===== config.mk =====
export PLATFORM = sky130hd
export DESIGN_NAME = md_flash_seq
export DESIGN_NICKNAME = d
export VERILOG_FILES = /design/src/rtl/md_flash_seq.sv
export SDC_FILE = /design/constraint.sdc
export NUM_CORES = 1
export LEC_CHECK = 0
export ABC_AREA = 0
export BUFFER_PORTS_ARGS = -buffer_cell sky130_fd_sc_hd__buf_2
export CAP_MARGIN = 10
export CORE_ASPECT_RATIO = 1.5
export CORE_MARGIN = 10
export CORE_UTILIZATION = 50
export DETAILED_ROUTE_END_ITERATION = 8
export PLACE_DENSITY = 0.79
export SLEW_MARGIN = 15
export SYNTH_ARGS = -nofsm -noshare
export SYNTH_HDL_FRONTEND = slang
export SYNTH_SLANG_ARGS = --single-unit
export TNS_END_PERCENT = 20

===== constraint.sdc =====
create_clock -name clk -period 2 [get_ports clk]
set_clock_uncertainty 0.1 [all_clocks]
set_input_delay 0.4 -clock clk [delete_from_list [all_inputs] [get_ports clk]]
set_output_delay 0.4 -clock clk [all_outputs]
set_load 0.05 [all_outputs]

===== src/rtl/md_flash_seq.sv =====
// md_flash_seq: issues JEDEC flash command cycles onto the cart bus and polls DQ7/DQ5
// until the flash reports completion, error or timeout.
//
// state       | meaning
// ------------+----------------------------------------------------------
// S_IDLE      | waiting for a command, cmd_ready high
// S_WR        | drive next unlock/command write from the table, raise bus_we
// S_WR_WAIT   | hold the write until bus_ack, then advance or start polling
// S_POLL      | drive poll address, raise bus_oe
// S_POLL_WAIT | hold the read until bus_ack, capture DQ7/DQ5
// S_CHK       | decide finished / confirm read / timeout / poll again
// S_DONE      | one-cycle done pulse, busy drops on exit
module md_flash_seq #(
  parameter logic [22:0] UNLOCK_A1   = 23'h000555,
  parameter logic [22:0] UNLOCK_A2   = 23'h0002AA,
  parameter logic [23:0] TIMEOUT_CYC = 24'hFFFFFF
) (
  input  logic        clk,
  input  logic        rst,
  input  logic        cmd_valid,
  output logic        cmd_ready,
  input  logic [1:0]  cmd_op,
  input  logic [22:0] cmd_addr,
  input  logic [15:0] cmd_data,
  output logic [22:0] bus_addr,
  output logic [15:0] bus_wdat,
  output logic        bus_we,
  output logic        bus_oe,
  input  logic        bus_ack,
  input  logic [15:0] bus_rdat,
  output logic        busy,
  output logic        done,
  output logic        err
);

  localparam logic [1:0] OP_PROG  = 2'd0;
  localparam logic [1:0] OP_SECT  = 2'd1;
  localparam logic [1:0] OP_CHIP  = 2'd2;
  localparam logic [1:0] OP_RESET = 2'd3;

  typedef enum logic [2:0] {
    S_IDLE, S_WR, S_WR_WAIT, S_POLL, S_POLL_WAIT, S_CHK, S_DONE
  } state_t;

  state_t      state_q, state_d;
  logic [2:0]  step_q, step_d;
  logic [1:0]  op_q, op_d;
  logic [22:0] addr_q, addr_d;
  logic [15:0] data_q, data_d;
  logic [22:0] bus_addr_q, bus_addr_d;
  logic [15:0] bus_wdat_q, bus_wdat_d;
  logic        bus_we_q, bus_we_d;
  logic        bus_oe_q, bus_oe_d;
  logic        busy_q, busy_d;
  logic        done_q, done_d;
  logic        err_q, err_d;
  logic        ready_q, ready_d;
  logic        confirm_q, confirm_d;
  logic        q7_q, q7_d;
  logic        q5_q, q5_d;
  // Remaining poll budget; zero means the timeout has been reached.
  logic [23:0] tcnt_q, tcnt_d;

  logic [22:0] tbl_addr;
  logic [15:0] tbl_data;
  logic [2:0]  last_step;
  logic        exp7;
  logic [22:0] poll_addr;

  // Command write table: address/data for the current step of the latched op.
  always_comb begin
    tbl_addr  = UNLOCK_A1;
    tbl_data  = 16'h0000;
    last_step = 3'd5;
    case (op_q)
      OP_PROG: begin
        last_step = 3'd3;
        case (step_q)
          3'd0:    begin tbl_addr = UNLOCK_A1; tbl_data = 16'h00AA; end
          3'd1:    begin tbl_addr = UNLOCK_A2; tbl_data = 16'h0055; end
          3'd2:    begin tbl_addr = UNLOCK_A1; tbl_data = 16'h00A0; end
          default: begin tbl_addr = addr_q;    tbl_data = data_q;   end
        endcase
      end
      OP_RESET: begin
        last_step = 3'd0;
        tbl_addr  = addr_q;
        tbl_data  = 16'h00F0;
      end
      default: begin
        case (step_q)
          3'd0:    begin tbl_addr = UNLOCK_A1; tbl_data = 16'h00AA; end
          3'd1:    begin tbl_addr = UNLOCK_A2; tbl_data = 16'h0055; end
          3'd2:    begin tbl_addr = UNLOCK_A1; tbl_data = 16'h0080; end
          3'd3:    begin tbl_addr = UNLOCK_A1; tbl_data = 16'h00AA; end
          3'd4:    begin tbl_addr = UNLOCK_A2; tbl_data = 16'h0055; end
          default: begin
            if (op_q == OP_CHIP) begin
              tbl_addr = UNLOCK_A1; tbl_data = 16'h0010;
            end else begin
              tbl_addr = addr_q;    tbl_data = 16'h0030;
            end
          end
        endcase
      end
    endcase
  end

  // Programming completes when DQ7 reads back the written bit; erases when DQ7 reads 1.
  assign exp7      = (op_q == OP_PROG) ? data_q[7] : 1'b1;
  assign poll_addr = (op_q == OP_CHIP) ? UNLOCK_A1 : addr_q;

  // Next-state and registered-output logic of the sequencer.
  always_comb begin
    state_d    = state_q;
    step_d     = step_q;
    op_d       = op_q;
    addr_d     = addr_q;
    data_d     = data_q;
    bus_addr_d = bus_addr_q;
    bus_wdat_d = bus_wdat_q;
    bus_we_d   = bus_we_q;
    bus_oe_d   = bus_oe_q;
    busy_d     = busy_q;
    done_d     = 1'b0;
    err_d      = err_q;
    confirm_d  = confirm_q;
    q7_d       = q7_q;
    q5_d       = q5_q;
    tcnt_d     = tcnt_q;
    if (state_q == S_POLL || state_q == S_POLL_WAIT || state_q == S_CHK) begin
      if (tcnt_q != 24'd0) tcnt_d = tcnt_q - 24'd1;
    end
    case (state_q)
      S_IDLE: begin
        if (cmd_valid) begin
          op_d      = cmd_op;
          addr_d    = cmd_addr;
          data_d    = cmd_data;
          err_d     = 1'b0;
          busy_d    = 1'b1;
          step_d    = 3'd0;
          confirm_d = 1'b0;
          state_d   = S_WR;
        end
      end
      S_WR: begin
        bus_addr_d = tbl_addr;
        bus_wdat_d = tbl_data;
        bus_we_d   = 1'b1;
        state_d    = S_WR_WAIT;
      end
      S_WR_WAIT: begin
        if (bus_ack) begin
          bus_we_d = 1'b0;
          if (step_q != last_step) begin
            step_d  = step_q + 3'd1;
            state_d = S_WR;
          end else if (op_q == OP_RESET) begin
            done_d  = 1'b1;
            err_d   = 1'b0;
            state_d = S_DONE;
          end else begin
            tcnt_d  = TIMEOUT_CYC;
            state_d = S_POLL;
          end
        end
      end
      S_POLL: begin
        bus_addr_d = poll_addr;
        bus_oe_d   = 1'b1;
        state_d    = S_POLL_WAIT;
      end
      S_POLL_WAIT: begin
        if (bus_ack) begin
          bus_oe_d = 1'b0;
          q7_d     = bus_rdat[7];
          q5_d     = bus_rdat[5];
          state_d  = S_CHK;
        end
      end
      S_CHK: begin
        if (q7_q == exp7) begin
          done_d = 1'b1; err_d = 1'b0; state_d = S_DONE;
        end else if (confirm_q) begin
          done_d = 1'b1; err_d = 1'b1; state_d = S_DONE;
        end else if (q5_q) begin
          confirm_d = 1'b1; state_d = S_POLL;
        end else if (tcnt_q == 24'd0) begin
          done_d = 1'b1; err_d = 1'b1; state_d = S_DONE;
        end else begin
          state_d = S_POLL;
        end
      end
      S_DONE: begin
        busy_d  = 1'b0;
        state_d = S_IDLE;
      end
      default: state_d = S_IDLE;
    endcase
    ready_d = (state_d == S_IDLE);
  end

  // State and output registers; reset drops both strobes immediately.
  always_ff @(posedge clk or negedge rst) begin
    if (!rst) begin
      state_q    <= S_IDLE;
      step_q     <= 3'd0;
      op_q       <= 2'd0;
      addr_q     <= 23'd0;
      data_q     <= 16'd0;
      bus_addr_q <= 23'd0;
      bus_wdat_q <= 16'd0;
      bus_we_q   <= 1'b0;
      bus_oe_q   <= 1'b0;
      busy_q     <= 1'b0;
      done_q     <= 1'b0;
      err_q      <= 1'b0;
      ready_q    <= 1'b1;
      confirm_q  <= 1'b0;
      q7_q       <= 1'b0;
      q5_q       <= 1'b0;
      tcnt_q     <= 24'd0;
    end else begin
      state_q    <= state_d;
      step_q     <= step_d;
      op_q       <= op_d;
      addr_q     <= addr_d;
      data_q     <= data_d;
      bus_addr_q <= bus_addr_d;
      bus_wdat_q <= bus_wdat_d;
      bus_we_q   <= bus_we_d;
      bus_oe_q   <= bus_oe_d;
      busy_q     <= busy_d;
      done_q     <= done_d;
      err_q      <= err_d;
      ready_q    <= ready_d;
      confirm_q  <= confirm_d;
      q7_q       <= q7_d;
      q5_q       <= q5_d;
      tcnt_q     <= tcnt_d;
    end
  end

  assign cmd_ready = ready_q;
  assign bus_addr  = bus_addr_q;
  assign bus_wdat  = bus_wdat_q;
  assign bus_we    = bus_we_q;
  assign bus_oe    = bus_oe_q;
  assign busy      = busy_q;
  assign done      = done_q;
  assign err       = err_q;

endmodule


==> results.yml <==
run_status:
  outcome: "finished with violations"
  violations: "setup timing"
global_route:
  antenna_found_initial: 0
  grt_pass1_vias: 5488
  grtUsageTotal: 0.203
  overflow: 0
  grt_max_degree: 34
  grt_pass1_wl_mm: 26.6
logic_synthesis:
  ys_ff_latch: 119
  synth_cells: 602
  synth_async_sr_flop_share: 1.00
  syn_nets: 673
  synth.cell_area_mm2: 0.00575
  ys_warn_count: 0
  ys.flop_type: "dfrtp_1"
  ys_seq_area_frac: 0.518
  ys_types: 69
  avgSynthCellArea_um2: 9.55
  synth_edf_count: 0
job:
  maxCapViolCount: 0
critical_path:
  cpPeakStageDelay_ns: 0.57
  cp-end-kind: "flip-flop"
  path_delay_family: "simple AND/OR/NAND/NOR gates"
  r2r_setup_slack_ns: -0.12
  crit_path_max_fanout: 7
  critPathKind: "reg -> reg"
  cp_slowest_cell: "or4_4"
  r2r_start: "tcnt_q[19]"
  cp_num_buf_inv: 0
  r2r_cells: 5
  timing.rr.end: "tcnt_q[15]"
  cp_data_required_time_ns: 2.18
  critPathArrivalTime_ns: 2.30
  crit_chain: "or4_4, nand2b_4, o311ai_1, xor2_1, nand2_1"
  start_kind: "flip-flop"
place:
  place_ws_ns: -0.166
  gp_congestion: 0.937
  port_buffers: 91
  dp_hpwl_mm: 11.5
sta:
  rsz0062_at_grt: "yes"
  period_share: 1.06
  slew_headroom: 0.687
  hold_viol: 0
  slew_violations: 0
  setup_viol: 19
  setup_tns_ns: -0.426
  worst_slew_pin_slew_ns: 0.466
  fmax_mhz: 472
  finalWorstSetupSlack_ns: -0.117
  period_needed_ns: 2.12
die:
  num_io_pins: 106
  rows: 47
  die_x_um: 108
  fp.dieH_um: 151
  start_util: 0.515
  coreArea_mm2: 0.0112
  fp.dieArea_mm2: 0.0163
cells_and_area:
  layout_commonest_cell: "nand2_1"
  final_cell_mix: "nand2_1, dfrtp_1, buf_2"
  area_delta_synth_final_pct: 33.1
  post-route-util: 0.685
  drive_gt1_frac: 0.322
  fillers: 825
  antenna_cells: 0
  nets: 826
clock_tree:
  clk_pin_slew_worst_paths_ns: 0.06
  cts_sinks: 119
  clockRootBuffer: "clkbuf_16"
  cts_tree: "built"
  cts_inserted_buffers: 17
  cts.path.max_buffers: 2
  htree_levels: 4
  clock_latency_ns: 0.41
route:
  ant_nets: 0
  viasPerCell: 5.74
  num_vias: 5247
  drt-total-wl_mm: 16.6
  drc: 0
  drtPass1Iterations: 5
  drt_iter0_drc: 428
  wire_per_inst_um: 18.1
power_and_ir_drop:
  ir_worst_vdd_uv: 1270
  leakage_nw: 3.64
  power_density_mw_per_mm2: 1740
worst_hold_path:
  min_to: "addr_q[5]"
  hold_class: "in -> reg"
  min_path_cells: 3
  hold_start: "cmd_addr[5]"
-- worst min-delay path: cells and delay by family --
family / cells / cell delay (ns)
simple gates: 2 / 0.08
buf+inv: 1 / 0.07
-- where the power goes --
group | internal, mW | leakage [nW] | switching [mW] | total, mW
clock | 1.75 | 0.259 | 1.14 | 2.89
sequential | 3.36 | 1.43 | 0.649 | 4.01
combinational | 2.25 | 1.96 | 4.16 | 6.41
total | 7.37 | 3.64 | 5.95 | 13.3
-- synth_stat cells, types with 8 or more instances --
cell type  number  area, um2
nand2_1       144        541
a21oi_1        36        180
nand2b_1       12       75.1
a22o_1         20        175
xnor2_1         9       78.8
o21ai_0        32        160
nand3_1        11       55.1
ha_1           10        125
clkbuf_1       21       78.8
dfrtp_1       118       2950
inv_1          15       56.3
nor2_1         38        143
nor3_1          8       40.0
-- final cells by class --
cell class	count	area, um2	share of cell area
clock buffer	19	443	0.0579
inverter	15	56.3	0.00736
timing repair buffer	161	1060	0.139
tap	147	184	0.0240
multi-input combinational	441	2800	0.366
sequential	119	2980	0.390
clock inverter	12	120	0.0157
-- how the worst max path moves through the flow --
stage               start    endpoint  slack [ns]  cells past startpoint
6_report       tcnt_q[19]  tcnt_q[15]       -0.12                      5
5_1_grt        tcnt_q[19]  tcnt_q[15]       -0.19                      5
4_1_cts        tcnt_q[19]   tcnt_q[1]       -0.03                      5
3_5_place_dp   tcnt_q[19]   tcnt_q[1]       -0.17                      5
3_3_place_gp   tcnt_q[19]   tcnt_q[4]       -0.11                      5
2_1_floorplan  tcnt_q[16]   tcnt_q[4]       -0.04                      6
-- routing by layer --
layer,vias up,global-route usage,part of all wire
met5,-,0,0
met1,2617,0.225,0.39
met4,0,0.0845,0.022
met2,181,0.354,0.53
met3,33,0.0574,0.063
li1,2416,-,-
-- flip-flops by register name, summed over array words and instances, names as in the netlist, 2 cells and up --
name / cells
step_q: 3
data_q: 16
op_q: 2
tcnt_q: 24
bus_addr: 23
state_q: 3
bus_wdat: 16
addr_q: 23
-- cell families (layout without fill, tap and decap cells) --
group	count (synthesis)	after routing	synth area share
XOR/XNOR	14	14	0.0213
buffers and inverters	42	207	0.0296
AND/OR/NAND/NOR	262	262	0.218
adder cells (fa/ha/maj)	10	10	0.0218
flip-flops	119	119	0.518
multiplexers	3	3	0.00566
AO/OA/AOI/OAI	152	152	0.186
-- metrics by stage --
| step | cells | hold slack (ns) | area, um2 | power (mW) |
|---|---|---|---|---|
| 6_report | 914 | 0.0751 | 7650 | 13.3 |
| 5_1_grt | 914 | 0.0693 | 7650 | 14.1 |
| 4_1_cts | 913 | 0.0636 | 7510 | 13.0 |
| 3_5_place_dp | 880 | 0.269 | 6850 | 9.98 |
| 3_3_place_gp | 880 | 0.265 | 6850 | 9.71 |
| 2_1_floorplan | 602 | 0.00441 | 5780 | 7.99 |
-- repair_timing --
action / CTS / global route
hold endpoints to repair: 26 / 0
pin swaps: 6 / 8
gates resized for setup: 15 / 27
endpoints found under the setup margin: 53 / 48
setup buffers: 1 / 0
hold buffers: 1 / 0
gates cloned: 0 / 1
Power figures use the tool's default switching activity.
